File: src/rtl/lgdst_ts_txglue_if.sv
// Byte-stream input and serial TS output bundle for the TS transmit glue.
// The source side is the master; the glue itself is the slave.
interface lgdst_ts_txglue_if;
  logic [7:0] in_data;
  logic       in_valid;
  logic       in_sop;
  logic       in_ready;
  logic       ts_clk;
  logic       ts_valid;
  logic       ts_sync;
  logic       ts_d0;

  modport master (
    output in_data, in_valid, in_sop,
    input  in_ready, ts_clk, ts_valid, ts_sync, ts_d0
  );

  modport slave (
    input  in_data, in_valid, in_sop,
    output in_ready, ts_clk, ts_valid, ts_sync, ts_d0
  );
endinterface

File: src/rtl/lgdst_ts_txglue.sv
// Serializes MPEG-TS packet bytes onto the serial TS pins with framing and inter-packet gaps.
// Define TS_SYNC_CHECK_EN to drop packets whose sop byte is not SYNC_BYTE.
module lgdst_ts_txglue #(
  parameter int         CLK_DIV   = 2,
  parameter int         PKT_LEN   = 188,
  parameter int         GAP_BITS  = 8,
  parameter logic [7:0] SYNC_BYTE = 8'h47
) (
  input  logic             clk,
  input  logic             reset,
  lgdst_ts_txglue_if.slave bus,
  output logic             pkt_err,
  output logic             busy
);
  localparam int DIV_W = (CLK_DIV > 1) ? $clog2(CLK_DIV) : 1;
  localparam int CNT_W = $clog2(PKT_LEN);
  localparam int GAP_W = (GAP_BITS > 1) ? $clog2(GAP_BITS) : 1;
  localparam logic [DIV_W-1:0] DIV_LAST = DIV_W'(CLK_DIV - 1);
  localparam logic [CNT_W-1:0] CNT_LAST = CNT_W'(PKT_LEN - 1);
  localparam logic [GAP_W-1:0] GAP_LOAD = GAP_W'((GAP_BITS > 0) ? GAP_BITS - 1 : 0);

  typedef enum logic [1:0] {
    IDLE,
    SHIFT,
    GAP
`ifdef TS_SYNC_CHECK_EN
    , DROP
`endif
  } state_t;

  state_t           state, state_n;
  logic [DIV_W-1:0] div_cnt;
  logic             bit_tick;
  logic             rdy_en, hold_full, hold_sop, take, accept;
  logic [7:0]       hold_data;
  logic [6:0]       sh, sh_n;
  logic [2:0]       bits_left, bits_n;
  logic [CNT_W-1:0] byte_cnt, cnt_n;
  logic [GAP_W-1:0] gap_cnt, gap_n;
  logic             waiting, wait_n;
  logic             valid_n, sync_n, d0_n, err_n;
  logic             end_pkt, try_start;

  // Free-running divider; a bit tick is the cycle in which ts_clk falls.
  always_ff @(posedge clk) begin
    if (reset) begin
      div_cnt    <= '0;
      bus.ts_clk <= 1'b0;
    end else if (div_cnt == DIV_LAST) begin
      div_cnt    <= '0;
      bus.ts_clk <= ~bus.ts_clk;
    end else begin
      div_cnt <= div_cnt + 1'b1;
    end
  end

  assign bit_tick = (div_cnt == DIV_LAST) && bus.ts_clk;

  // in_ready also rises while the held byte is being consumed, so the hold refills without a bubble.
  assign bus.in_ready = rdy_en && (!hold_full || take);
  assign accept       = bus.in_valid && bus.in_ready;
  assign busy         = (state != IDLE) || hold_full;

  always_ff @(posedge clk) begin
    if (reset) begin
      rdy_en    <= 1'b0;
      hold_full <= 1'b0;
      hold_sop  <= 1'b0;
      hold_data <= '0;
    end else begin
      rdy_en <= 1'b1;
      if (accept) begin
        hold_full <= 1'b1;
        hold_sop  <= bus.in_sop;
        hold_data <= bus.in_data;
      end else if (take) begin
        hold_full <= 1'b0;
      end
    end
  end

  always_ff @(posedge clk) begin
    if (reset) begin
      state        <= IDLE;
      sh           <= '0;
      bits_left    <= '0;
      byte_cnt     <= '0;
      gap_cnt      <= '0;
      waiting      <= 1'b0;
      bus.ts_valid <= 1'b0;
      bus.ts_sync  <= 1'b0;
      bus.ts_d0    <= 1'b0;
      pkt_err      <= 1'b0;
    end else begin
      state        <= state_n;
      sh           <= sh_n;
      bits_left    <= bits_n;
      byte_cnt     <= cnt_n;
      gap_cnt      <= gap_n;
      waiting      <= wait_n;
      bus.ts_valid <= valid_n;
      bus.ts_sync  <= sync_n;
      bus.ts_d0    <= d0_n;
      pkt_err      <= err_n;
    end
  end

  always_comb begin
    state_n   = state;
    sh_n      = sh;
    bits_n    = bits_left;
    cnt_n     = byte_cnt;
    gap_n     = gap_cnt;
    wait_n    = waiting;
    valid_n   = bus.ts_valid;
    sync_n    = bus.ts_sync;
    d0_n      = bus.ts_d0;
    err_n     = 1'b0;
    take      = 1'b0;
    end_pkt   = 1'b0;
    try_start = 1'b0;

    case (state)
      IDLE: try_start = 1'b1;
      SHIFT: begin
        if (bit_tick) begin
          sync_n = 1'b0;
          if (!waiting && bits_left != 3'd0) begin
            d0_n    = sh[6];
            sh_n    = {sh[5:0], 1'b0};
            bits_n  = bits_left - 3'd1;
            valid_n = 1'b1;
          end else if (!waiting && byte_cnt == CNT_LAST) begin
            end_pkt = 1'b1;
          end else if (hold_full && !hold_sop) begin
            take    = 1'b1;
            d0_n    = hold_data[7];
            sh_n    = hold_data[6:0];
            bits_n  = 3'd7;
            cnt_n   = byte_cnt + 1'b1;
            valid_n = 1'b1;
            wait_n  = 1'b0;
          end else if (hold_full) begin
            // A new sop mid-packet truncates; the sop byte stays held for the next packet.
            err_n   = 1'b1;
            end_pkt = 1'b1;
          end else begin
            valid_n = 1'b0;
            wait_n  = 1'b1;
          end
        end
      end
      GAP: begin
        if (bit_tick) begin
          if (gap_cnt == '0) try_start = 1'b1;
          else               gap_n = gap_cnt - 1'b1;
        end
      end
`ifdef TS_SYNC_CHECK_EN
      DROP: begin
        if (hold_full) begin
          if (hold_sop) state_n = IDLE;
          else          take    = 1'b1;
        end
      end
`endif
      default: state_n = IDLE;
    endcase

    if (end_pkt) begin
      valid_n = 1'b0;
      sync_n  = 1'b0;
      wait_n  = 1'b0;
      if (GAP_BITS == 0) try_start = 1'b1;
      else begin
        state_n = GAP;
        gap_n   = GAP_LOAD;
      end
    end

    // Gap expiry falls through to idle handling so a waiting sop starts on that same tick.
    if (try_start) begin
      state_n = IDLE;
      if (hold_full && !hold_sop) begin
        take  = 1'b1;
        err_n = 1'b1;
`ifdef TS_SYNC_CHECK_EN
      end else if (hold_full && hold_data != SYNC_BYTE) begin
        take    = 1'b1;
        err_n   = 1'b1;
        state_n = DROP;
`endif
      end else if (hold_full && bit_tick) begin
        take    = 1'b1;
        d0_n    = hold_data[7];
        sh_n    = hold_data[6:0];
        bits_n  = 3'd7;
        cnt_n   = '0;
        valid_n = 1'b1;
        sync_n  = 1'b1;
        state_n = SHIFT;
      end
    end
  end
endmodule
File: src/flat_wrapper.sv
// flat-port wrapper written by rule: the top's interface ports become plain ports
module lgdst_ts_txglue_flat 
#(
  parameter int         CLK_DIV   = 2,
  parameter int         PKT_LEN   = 188,
  parameter int         GAP_BITS  = 8,
  parameter logic [7:0] SYNC_BYTE = 8'h47
)
  (clk, reset, pkt_err, busy, bus_in_data, bus_in_valid, bus_in_sop, bus_in_ready, bus_ts_clk, bus_ts_valid, bus_ts_sync, bus_ts_d0);
  lgdst_ts_txglue_if bus_i ();
  input  logic clk;
  input  logic reset;
  output logic pkt_err;
  output logic busy;
  input wire logic [$bits(bus_i.in_data)-1:0] bus_in_data;
  input wire logic [$bits(bus_i.in_valid)-1:0] bus_in_valid;
  input wire logic [$bits(bus_i.in_sop)-1:0] bus_in_sop;
  output wire logic [$bits(bus_i.in_ready)-1:0] bus_in_ready;
  output wire logic [$bits(bus_i.ts_clk)-1:0] bus_ts_clk;
  output wire logic [$bits(bus_i.ts_valid)-1:0] bus_ts_valid;
  output wire logic [$bits(bus_i.ts_sync)-1:0] bus_ts_sync;
  output wire logic [$bits(bus_i.ts_d0)-1:0] bus_ts_d0;
  assign bus_i.in_data = bus_in_data;
  assign bus_i.in_valid = bus_in_valid;
  assign bus_i.in_sop = bus_in_sop;
  assign bus_in_ready = bus_i.in_ready;
  assign bus_ts_clk = bus_i.ts_clk;
  assign bus_ts_valid = bus_i.ts_valid;
  assign bus_ts_sync = bus_i.ts_sync;
  assign bus_ts_d0 = bus_i.ts_d0;
  lgdst_ts_txglue #(.CLK_DIV(CLK_DIV), .PKT_LEN(PKT_LEN), .GAP_BITS(GAP_BITS), .SYNC_BYTE(SYNC_BYTE)) u_core (.clk(clk), .reset(reset), .bus(bus_i), .pkt_err(pkt_err), .busy(busy));
endmodule
File: config.mk
export PLATFORM = sky130hd
export DESIGN_NAME = lgdst_ts_txglue_flat
export DESIGN_NICKNAME = d
export VERILOG_FILES = /design/src/rtl/lgdst_ts_txglue_if.sv /design/src/rtl/lgdst_ts_txglue.sv /design/src/flat_wrapper.sv
export SDC_FILE = /design/constraint.sdc
export NUM_CORES = 1
export LEC_CHECK = 0
export CAP_MARGIN = 10
export CORE_AREA = 2 2 64 66
export DETAILED_ROUTE_END_ITERATION = 10
export DIE_AREA = 0 0 66 68
export GPL_TIMING_DRIVEN = 0
export PLACE_DENSITY = 0.7
export SLEW_MARGIN = 20
export SYNTH_ARGS = -nofsm -noshare
export SYNTH_HDL_FRONTEND = slang
export SYNTH_SLANG_ARGS = --single-unit
File: constraint.sdc
create_clock -name clk -period 2.6 [get_ports clk]
set_input_delay 0.39 -clock clk [delete_from_list [all_inputs] [get_ports clk]]
set_output_delay 0.39 -clock clk [all_outputs]
set_load 0.02 [all_outputs]
==> results of run 1 <==
-- worst register-to-register path: cells and delay by family (launching register included) --
family                     cells  cell delay [ps]
and+or+nand+nor                3              980
adders and majority gates      2              330
AOI/OAI and AO/OA              2              530
DFF                            1              330
buffers and inverters          1               50
-- cell type report --
cell class / count / area (um2) / share of cell area
buffer: 6 / 31.3 / 0.0141
clock buffer: 7 / 86.3 / 0.0390
clock inverter: 1 / 30.0 / 0.0136
inverter: 7 / 26.3 / 0.0119
multi-input combinational: 140 / 972 / 0.440
sequential: 41 / 823 / 0.372
tap: 50 / 62.6 / 0.0283
timing repair buffer: 18 / 179 / 0.0809
-- metrics by stage --
stage	cell area, um2	total power [mW]	hold slack (ps)	cells	util
floorplan	1840	0.709	420	194	-
global placement	2080	0.745	432	262	0.541
detailed placement	2080	0.746	445	262	0.541
CTS	2200	1.27	456	270	0.572
global route	2210	1.32	473	270	0.573
finish	2210	1.26	453	270	0.573
-- logic make-up after synthesis --
group	share of synthesized area
compound gates	0.160
xor+xnor	0.0428
fa+ha+maj	0.0340
buf+inv	0.0313
flops	0.446
mux	0.0380
simple gates	0.249
-- state kept, by name, indices dropped and copies added (netlist names), 2 cells and up --
signal,cells
u_core.state,2
u_core.gap_cnt,3
u_core.byte_cnt,8
u_core.bits_left,3
u_core.hold_data,8
u_core.sh,7
-- cells in the mapped netlist (2+ instances only) --
master and count:
and2_1 3, dfxtp_1 41, buf_1 2, nor3b_1 7, xnor2_1 5, nand3_1 6
ha_1 5, nor2_1 27, nand2b_1 3, and3_1 2, or3_1 2, nand2_1 14
and4_1 3, and4b_1 2, xor2_1 4, o21ai_0 5, mux2i_1 7, a221oi_1 4
nor3_1 3, clkbuf_1 2, inv_1 7, o22ai_1 2, a21oi_1 12, a221o_1 6
-- report_power, final --
group          total, mW  switching, mW  leakage [nW]  internal, mW
clock              0.532          0.219        0.0585         0.313
sequential         0.651         0.0113         0.333         0.640
combinational     0.0805         0.0405         0.412        0.0400
-- routing by layer --
layer,vias to the layer above,global-route usage
met1,698,0.259
met2,26,0.306
met5,-,0
met3,2,0.0543
met4,0,0.0765
li1,749,-
-- worst max path at each step --
stage / slack, ps / start / cells after the start / to
5_1_grt: 30 / u_core.bits_left[0] / 8 / bus_in_ready
2_1_floorplan: 610 / u_core.bus.ts_clk / 6 / u_core.bus.ts_d0
3_3_place_gp: 160 / u_core.bits_left[0] / 8 / bus_in_ready
6_report: 150 / u_core.byte_cnt[0] / 6 / bus_in_ready
3_5_place_dp: 160 / u_core.bus.ts_clk / 5 / bus_in_ready
4_1_cts: 130 / u_core.gap_cnt[0] / 7 / bus_in_ready
-- timing repair --
item                                    CTS  global route
resized for setup                         4             1
hold buffers                              0             0
endpoints found under the setup margin    1             1
cloned                                    0             0
==> metrics.md, run 1 <==
| Metric | Value |
|---|---|
| Status | `finished, final reports clean` |
| Ys flop type | `dfxtp_1` |
| Fin nets | `236` |
| Synth Instances | `194` |
| Critical Path, Cell by Cell | `ha_1, and4_1, a2111o_1, nand2_1, and2_1, dlygate4sd2_1` |
| PortBufs | `18` |
| Post-synth EDFFs | `0` |
| Die area | `4490 um2` |
| Synth cell types | `44` |
| Min Clock Period, post-route | `2450 ps` |
| Drt first pass iters | `4` |
| Routed WL | `3710 um` |
| H-tree depth | `2` |
| Drc violations | `0` |
| GRT Util Overall | `0.196` |
| Pwr dens | `572 nW/um2` |
| Final setup viols | `0` |
| Chip Width | `66 um` |
| Unrepaired setup endpoints after global routing | `false` |
| Number of synthesized register bits | `41` |
| Async set-reset flop share out of synthesis | `0` |
| Top Layer Used | `met4` |
| Num CTS Buffers | `5` |
| Top cell type's share of synthesized area | `0.446` |
| Worst Hold Class | `register to register` |
| Reg-to-reg setup timing slack | `340 ps` |
| Setup TNS | `0 ps` |
| R2r startpoint | `u_core.bits_left[0]` |
| Most common cell after layout, fill and taps aside | `dfxtp_1` |
| Sequential area share after synthesis | `0.446` |
| Die height | `68 um` |
| Clock Pin Slew Worst Setup and Hold Paths | `80 ps` |
| Max stage delay on crit path | `430 ps` |
| Fill cells | `360` |
| Avg Cell Area, Syn | `9.49 um2` |
| Gr ovfl total | `0` |
| R2R depth | `8` |
| GP Congestion | `0.762` |
| Clock Skew | `11.7 ps` |
| Worst Tran Pin Value | `712 ps` |
| CORE AREA | `3860 um2` |
| Met3 wire length | `171 um` |
| Final period util | `0.941` |
| CTS tree | `done` |
| CTS root buf | `clkbuf_8` |
| Vias in the first global route | `1,400` |
| DR vias | `1,475` |
| Syn-to-layout area delta | `20.0%` |
| Slew HR | `0.521` |
| 1st-iter DRT viols | `134` |
| CP Class | `register to output pin` |
| Most frequent cells in the layout | `39 x dfxtp_1, 26 x nor2_1, 17 x clkdlybuf4s50_1` |
| Initial antenna violation count | `0` |
| Clock Tree Buf Depth | `2` |
| Routed length per instance | `13.7 um` |
| Worst flop-to-flop path endpoint | `u_core.bus.ts_d0` |
| Setup crit end kind | `output pin` |
| Setup WS post-layout | `154 ps` |
| Hpwl dp | `2680 um` |
| DRT antenna net count | `0` |
| WP data required | `2210 ps` |
| Worst slack at placement | `165 ps` |
| Antenna diode count | `0` |
| Clk_lat worst skew | `290 ps` |
| Max cap viols | `0` |
| CP Launch Type | `register` |
| Post-CTS Setup Bufs | `0` |
| CP max FO | `4` |
| Sink Count | `41` |
| Synth top area cells | `dfxtp_1 45%, nor2_1 5.5%, mux2i_1 3.8%, ha_1 3.4%, a21oi_1 3.3%` |
| Largest area contributor in the netlist | `dfxtp_1` |
| Cell Area, Synth | `1840 um2` |
| Critical path's slowest cell | `a2111o_1` |
| FP Rows | `23` |
| Leakage power | `0.804 nW` |
| DRT met1 WL | `1800 um` |
| Number of synthesis warnings | `0` |
| Starting density of the core | `0.478` |
| Crit path buf inv count | `1` |
| Final Hold Fails | `0` |
| Hold path start | `u_core.gap_cnt[0]` |
| Worst VDD drop | `0.389 mV` |
| Max Freq | `0.409 GHz` |
| WP data arrival | `2060 ps` |
| Total nets after synthesis | `211` |
| First-pass GRT wire length | `6540 um` |
| Hold Path Stages | `1` |
| Number of max-slew violations in the final report | `0` |
| Hold Crit Endpoint | `u_core.gap_cnt[0]` |
| Crit path max-delay family | `simple AND/OR/NAND/NOR gates` |
| IO Count | `19` |
| Drt via density | `5.46` |
| Largest net degree at the start of global routing | `13` |
| Routed met2 length | `1710 um` |
| Fraction of layout cells with a size suffix above 1 | `0.0864` |
Note: power is estimated with default switching activity, not from simulation.
==> inputs of run 2 (changes only) <==
--- a/config.mk
+++ b/config.mk
@@ -6,9 +6,9 @@
 export NUM_CORES = 1
 export LEC_CHECK = 0
 export CAP_MARGIN = 10
-export CORE_AREA = 2 2 64 66
+export CORE_AREA = 8 8 70 72
 export DETAILED_ROUTE_END_ITERATION = 10
-export DIE_AREA = 0 0 66 68
+export DIE_AREA = 0 0 78 80
 export GPL_TIMING_DRIVEN = 0
 export PLACE_DENSITY = 0.7
 export SLEW_MARGIN = 20
==> metrics.md, run 2 (same netlist as run 1, synthesis figures left out) <==
| Metric | Value |
|---|---|
| Status | `finished, final reports clean` |
| CP Launch Type | `register` |
| Clock Skew | `2.47 ps` |
| Fraction of layout cells with a size suffix above 1 | `0.0909` |
| Antenna diode count | `0` |
| Worst VDD drop | `0.409 mV` |
| DRT antenna net count | `0` |
| Clk_lat worst skew | `280 ps` |
| Levels on crit path | `8` |
| Leakage power | `0.814 nW` |
| Gr ovfl total | `0` |
| Worst Hold Class | `register to register` |
| Starting density of the core | `0.478` |
| H-tree depth | `2` |
| Syn-to-layout area delta | `21.3%` |
| Largest net degree at the start of global routing | `14` |
| Drc violations | `0` |
| Critical path's slowest cell | `a2111o_1` |
| CTS tree | `done` |
| Clock Tree Buf Depth | `2` |
| Initial antenna violation count | `0` |
| Slew HR | `0.563` |
| CTS root buf | `clkbuf_8` |
| Hold Path Stages | `1` |
| Die height | `80 um` |
| Setup crit end kind | `output pin` |
| Final period util | `0.941` |
| WP data required | `2210 ps` |
| Most frequent CP cell | `ha_1` |
| Post-CTS Setup Bufs | `0` |
| Routed length per instance | `14.0 um` |
| Vias in the first global route | `1,474` |
| Max Freq | `0.409 GHz` |
| Most frequent cells in the layout | `39 x dfxtp_1, 26 x nor2_1, 17 x clkdlybuf4s50_1` |
| Most common cell after layout, fill and taps aside | `dfxtp_1` |
| Unrepaired setup endpoints after global routing | `false` |
| Min Clock Period, post-route | `2450 ps` |
| CORE AREA | `3860 um2` |
| Hold WS | `454 ps` |
| Pwr dens | `593 nW/um2` |
| CP max FO | `5` |
| Num CTS Buffers | `5` |
| Number of max-slew violations in the final report | `0` |
| PortBufs | `18` |
| WP data arrival | `2060 ps` |
| Worst slack at placement | `148 ps` |
| GRT Util Overall | `0.131` |
| Drt first pass iters | `4` |
| Hold Buf Count CTS | `0` |
| CP Class | `register to output pin` |
| First-pass GRT wire length | `6630 um` |
| Sink Count | `41` |
| Hpwl dp | `2820 um` |
| Biggest regs | `u_core.byte_cnt: 8 flops, u_core.hold_data: 8 flops, u_core.sh: 7 flops` |
| Fin nets | `236` |
| Setup TNS | `0 ps` |
| Crit path buf inv count | `2` |
| Setup WS post-layout | `152 ps` |
| Final Hold Fails | `0` |
| Die area | `6240 um2` |
| GP Congestion | `0.771` |
| Routed WL | `3780 um` |
| FP Rows | `23` |
| 1st-iter DRT viols | `50` |
| Critical Path, Cell by Cell | `inv_1, ha_1, ha_1, nor2_4, a2111o_1, nand2_1, and2_1, dlygate4sd2_1` |
| Max cap viols | `0` |
| DR vias | `1,485` |
| Worst Tran Pin Value | `651 ps` |
| Clock Pin Slew Worst Setup and Hold Paths | `80 ps` |
| Final setup viols | `0` |
| Drt via density | `5.50` |
| R2R depth | `7` |
| Max stage delay on crit path | `410 ps` |
| IO Count | `19` |
| Crit path max-delay family | `compound AO/OA/AOI/OAI gates` |
| Chip Width | `78 um` |
-- run 2: cell count changes in the layout (fill, tap and decap cells not counted), sizes merged --
| cell | before | now |
|---|---|---|
| bufinv | 1 | 2 |
| clkbuf | 9 | 7 |
| clkinv | 0 | 1 |
-- run 2: metrics by stage --
| stage | util | instances | power, mW | cell area (um2) |
|---|---|---|---|---|
| 2_1_floorplan | - | 194 | 0.709 | 1840 |
| 3_3_place_gp | 0.541 | 262 | 0.745 | 2080 |
| 3_5_place_dp | 0.541 | 262 | 0.747 | 2080 |
| 4_1_cts | 0.576 | 270 | 1.34 | 2220 |
| 5_1_grt | 0.579 | 270 | 1.38 | 2230 |
| 6_report | 0.579 | 270 | 1.32 | 2230 |
-- run 2: path summary, 6_finish.rpt --
path / endpoint / slack, ps / startpoint
worst min-delay path: u_core.gap_cnt[0] / 450 / u_core.gap_cnt[0]
worst min register to register: u_core.gap_cnt[0] / 450 / u_core.gap_cnt[0]
worst max register to register: u_core.sh[3] / 360 / u_core.bits_left[0]
worst max-delay path: bus_in_ready / 150 / u_core.bits_left[0]
-- run 2: worst reg2reg max path: cells and delay by family, from the launching register on --
kind | cells | cell delay (ps)
AOI/OAI and AO/OA | 2 | 530
adders and majority gates | 2 | 430
buffers and inverters | 1 | 50
DFF | 1 | 360
and+or+nand+nor | 2 | 760
-- run 2: power breakdown --
group / internal, mW / leakage, nW / total [mW] / switching, mW
Clock: 0.381 / 0.0681 / 0.592 / 0.211
Combinational: 0.0400 / 0.413 / 0.0812 / 0.0412
Sequential: 0.640 / 0.333 / 0.651 / 0.0110
-- run 2: area by class of cell --
class / instances / area (um2)
buffer: 6 / 31.3
clock buffer: 5 / 68.8
clock inverter: 3 / 65.1
fill: 365 / 1620
inverter: 7 / 26.3
multi-input combinational: 140 / 977
sequential: 41 / 823
tap: 50 / 62.6
timing repair buffer: 18 / 179
-- run 2: timing repair --
action / 4_1_cts / 5_1_grt
resized for setup: 4 / 2
gates cloned: 0 / 0
endpoints found under the setup margin: 1 / 1
pin swaps: 0 / 0
-- run 2: routing by layer --
layer  share of wire  vias up  GRT usage  routed length [um]
met5               0        -          0                   0
met3           0.032        2     0.0372                 120
met1            0.48      712      0.162                1820
met2            0.48       16      0.218                1820
li1                -      755          -                   -
met4          0.0063        0     0.0389                  24
==> inputs of run 3 (changes only) <==
--- a/config.mk
+++ b/config.mk
@@ -5,12 +5,13 @@
 export SDC_FILE = /design/constraint.sdc
 export NUM_CORES = 1
 export LEC_CHECK = 0
+export ABC_AREA = 1
 export CAP_MARGIN = 10
-export CORE_AREA = 8 8 70 72
+export CORE_AREA = 8 8 74 76
 export DETAILED_ROUTE_END_ITERATION = 10
-export DIE_AREA = 0 0 78 80
+export DIE_AREA = 0 0 82 84
 export GPL_TIMING_DRIVEN = 0
-export PLACE_DENSITY = 0.7
+export PLACE_DENSITY = 0.69
 export SLEW_MARGIN = 20
 export SYNTH_ARGS = -nofsm -noshare
 export SYNTH_HDL_FRONTEND = slang
==> metrics.md, run 3 <==
| Metric | Value |
|---|---|
| Final Hold Fails | `0` |
| Drt first pass iters | `4` |
| Synth top area cells | `dfxtp_1 39%, nand2_1 14%, inv_1 8.4%, nand4_1 5.4%, nand3_1 4.8%` |
| Pwr dens | `538 nW/um2` |
| Largest family of logic cells by synthesized area | `simple AND/OR/NAND/NOR gates` |
| H-tree depth | `2` |
| DR vias | `1,786` |
| 1st-iter DRT viols | `78` |
| Vias in the first global route | `1,772` |
| Post-CTS Setup Bufs | `0` |
| Number of max-slew violations in the final report | `0` |
| WP data required | `2210 ps` |
| Synth top cells by count | `76 x nand2_1, 47 x inv_1, 41 x dfxtp_1` |
| Min Clock Period, post-route | `2440 ps` |
| Largest net degree at the start of global routing | `13` |
| GRT met1 Usage | `0.160` |
| Top-count cell post-synth | `nand2_1` |
| GP Congestion | `0.787` |
| CORE AREA | `4260 um2` |
| Chip Width | `82 um` |
| Setup TNS | `0 ps` |
| WP data arrival | `2050 ps` |
| Final period util | `0.940` |
| Clock Tree Buf Depth | `2` |
| PortBufs | `16` |
| Fill cells | `419` |
| Starting density of the core | `0.491` |
| Clock Skew | `9.99 ps` |
| Number of synthesized register bits | `41` |
| Hpwl dp | `3120 um` |
| Async set-reset flop share out of synthesis | `0` |
| Synth Area in Simple Gates | `0.378` |
| Routed length per instance | `11.2 um` |
| Largest area contributor in the netlist | `dfxtp_1` |
| FP Rows | `24` |
| Hold Buf Count CTS | `0` |
| Max cap viols | `0` |
| Mux contribution to synthesized area | `0` |
| GRT Util Overall | `0.137` |
| IO Count | `19` |
| Sink Count | `41` |
| Num CTS Buffers | `5` |
| Synth Instances | `293` |
| Status | `finished, final reports clean` |
| Routed WL | `4150 um` |
| Slew HR | `0.660` |
| Clock Pin Slew Worst Setup and Hold Paths | `70 ps` |
| Max Freq | `0.409 GHz` |
| Synth cell types | `32` |
| CP Launch Type | `register` |
| Setup crit end kind | `output pin` |
| Ys flop type | `dfxtp_1` |
| Final setup viols | `0` |
| CP max FO | `10` |
| Worst VDD drop | `0.284 mV` |
| Post-synth EDFFs | `0` |
| Hold Path Stages | `1` |
| Drt via density | `4.84` |
| Clk_lat worst skew | `300 ps` |
| Antenna diode count | `0` |
| Sequential area share after synthesis | `0.392` |
| Worst Tran Pin Value | `510 ps` |
| DRT antenna net count | `0` |
| Most common cell after layout, fill and taps aside | `nand2_1` |
| XOR/XNOR Fraction of Synth Area | `0.0209` |
| Most frequent cells in the layout | `76 x nand2_1, 47 x inv_1, 40 x dfxtp_1` |
| Post-Synth Adder-Cell Area | `0.0299` |
| Cell Area, Synth | `2090 um2` |
| Met2 GRT Util | `0.225` |
| Syn-to-layout area delta | `16.8%` |
| Fin util | `0.573` |
| Fraction of layout cells with a size suffix above 1 | `0.123` |
| Total nets after synthesis | `310` |
| Gr ovfl total | `0` |
| CTS tree | `done` |
| Worst Hold Class | `register to register` |
| First-pass GRT wire length | `7570 um` |
| Die area | `6890 um2` |
| Drc violations | `0` |
| Initial antenna violation count | `0` |
| Fin nets | `333` |
| Biggest regs | `u_core.byte_cnt: 8 flops, u_core.hold_data: 8 flops, u_core.sh: 7 flops` |
| Avg Cell Area, Syn | `7.14 um2` |
| Leakage power | `1.08 nW` |
| Grt peak-use layer | `met2` |
| CP Class | `register to output pin` |
| Top cell type's share of synthesized area | `0.392` |
| R2R depth | `11` |
| Reg-to-reg setup timing slack | `730 ps` |
| CTS root buf | `clkbuf_8` |
| Number of synthesis warnings | `0` |
| Die height | `84 um` |
| Grt met3 use | `0.0388` |
| Unrepaired setup endpoints after global routing | `false` |
| Synth Area in Compound Gates | `0.0652` |
[run 3: cell types whose count changed in the layout (fill, tap and decap cells not counted), moves of 4 or more]
cell	previous run	this run
a221o_1	6	0
nand4_1	0	18
nor3b_1	7	0
nand2_2	0	6
xnor2_1	5	1
mux2i_1	7	0
inv_2	0	4
inv_1	7	47
nor2_1	26	22
nand3_1	6	20
nor2_4	1	5
nand2_1	14	76
[run 3: through the flow]
step	worst slack (ps)	power, mW	hold WS [ps]	instance area, um2	cells
after floorplan	752	0.758	410	2090	293
final	156	1.31	439	2440	369
after detailed placement	164	0.800	428	2320	361
after global placement	167	0.799	424	2320	361
after CTS	108	1.33	441	2440	369
after global routing	0.576	1.38	484	2440	369
[run 3: layout make-up]
type,count,area (um2),share of cell area
multi-input combinational,192,1040,0.427
clock buffer,7,86.3,0.0353
clock inverter,1,30.0,0.0123
sequential,41,822,0.336
buffer,8,42.5,0.0174
inverter,52,195,0.0798
tap,52,65.1,0.0266
timing repair buffer,16,159,0.0650
[run 3: path summary, 6_finish.rpt]
path,endpoint,startpoint
setup / recovery,bus_in_ready,u_core.bits_left[0]
hold reg to reg,u_core.div_cnt,u_core.div_cnt
hold / removal,u_core.div_cnt,u_core.div_cnt
setup reg to reg,u_core.sh[5],u_core.bits_left[0]
[run 3: worst max-delay path, stage by stage, from the launching register on]
cell and delay, ps:
dfxtp_1 310, inv_1 70, ha_1 160, ha_1 200, nor2_4 50, nor2_4 160, nand3_4 130, nand3_4 110
buf_6 140, nand2_1 50, inv_1 60, dlygate4sd2_1 320
[run 3: power breakdown]
group | leakage (nW) | total [mW] | internal (mW) | switching (mW)
combinational | 0.683 | 0.126 | 0.0515 | 0.0748
sequential | 0.334 | 0.659 | 0.645 | 0.0142
clock | 0.0585 | 0.529 | 0.313 | 0.216
total | 1.08 | 1.31 | 1.01 | 0.305
[run 3: repair_timing]
item,in CTS,in global routing
resized for setup,2,3
endpoints found under the setup margin,1,1
endpoints found under the hold margin,0,0
gates cloned,0,0
[run 3: metal layers]
metal  up-vias  share of wire  routed length (um)
met5         -              0                   0
met4         0          0.018                  76
met3         6          0.027                 113
met2        30           0.47                1940
met1       775           0.49                2010
li1        975              -                   -
[run 3: cell families (layout without fill, tap and decap cells)]
group           count (synthesis)  in the layout
fa+ha+maj                       5              5
simple gates                  158            158
buf+inv                        60             84
flops                          41             41
xor+xnor                        5              5
compound gates                 24             24
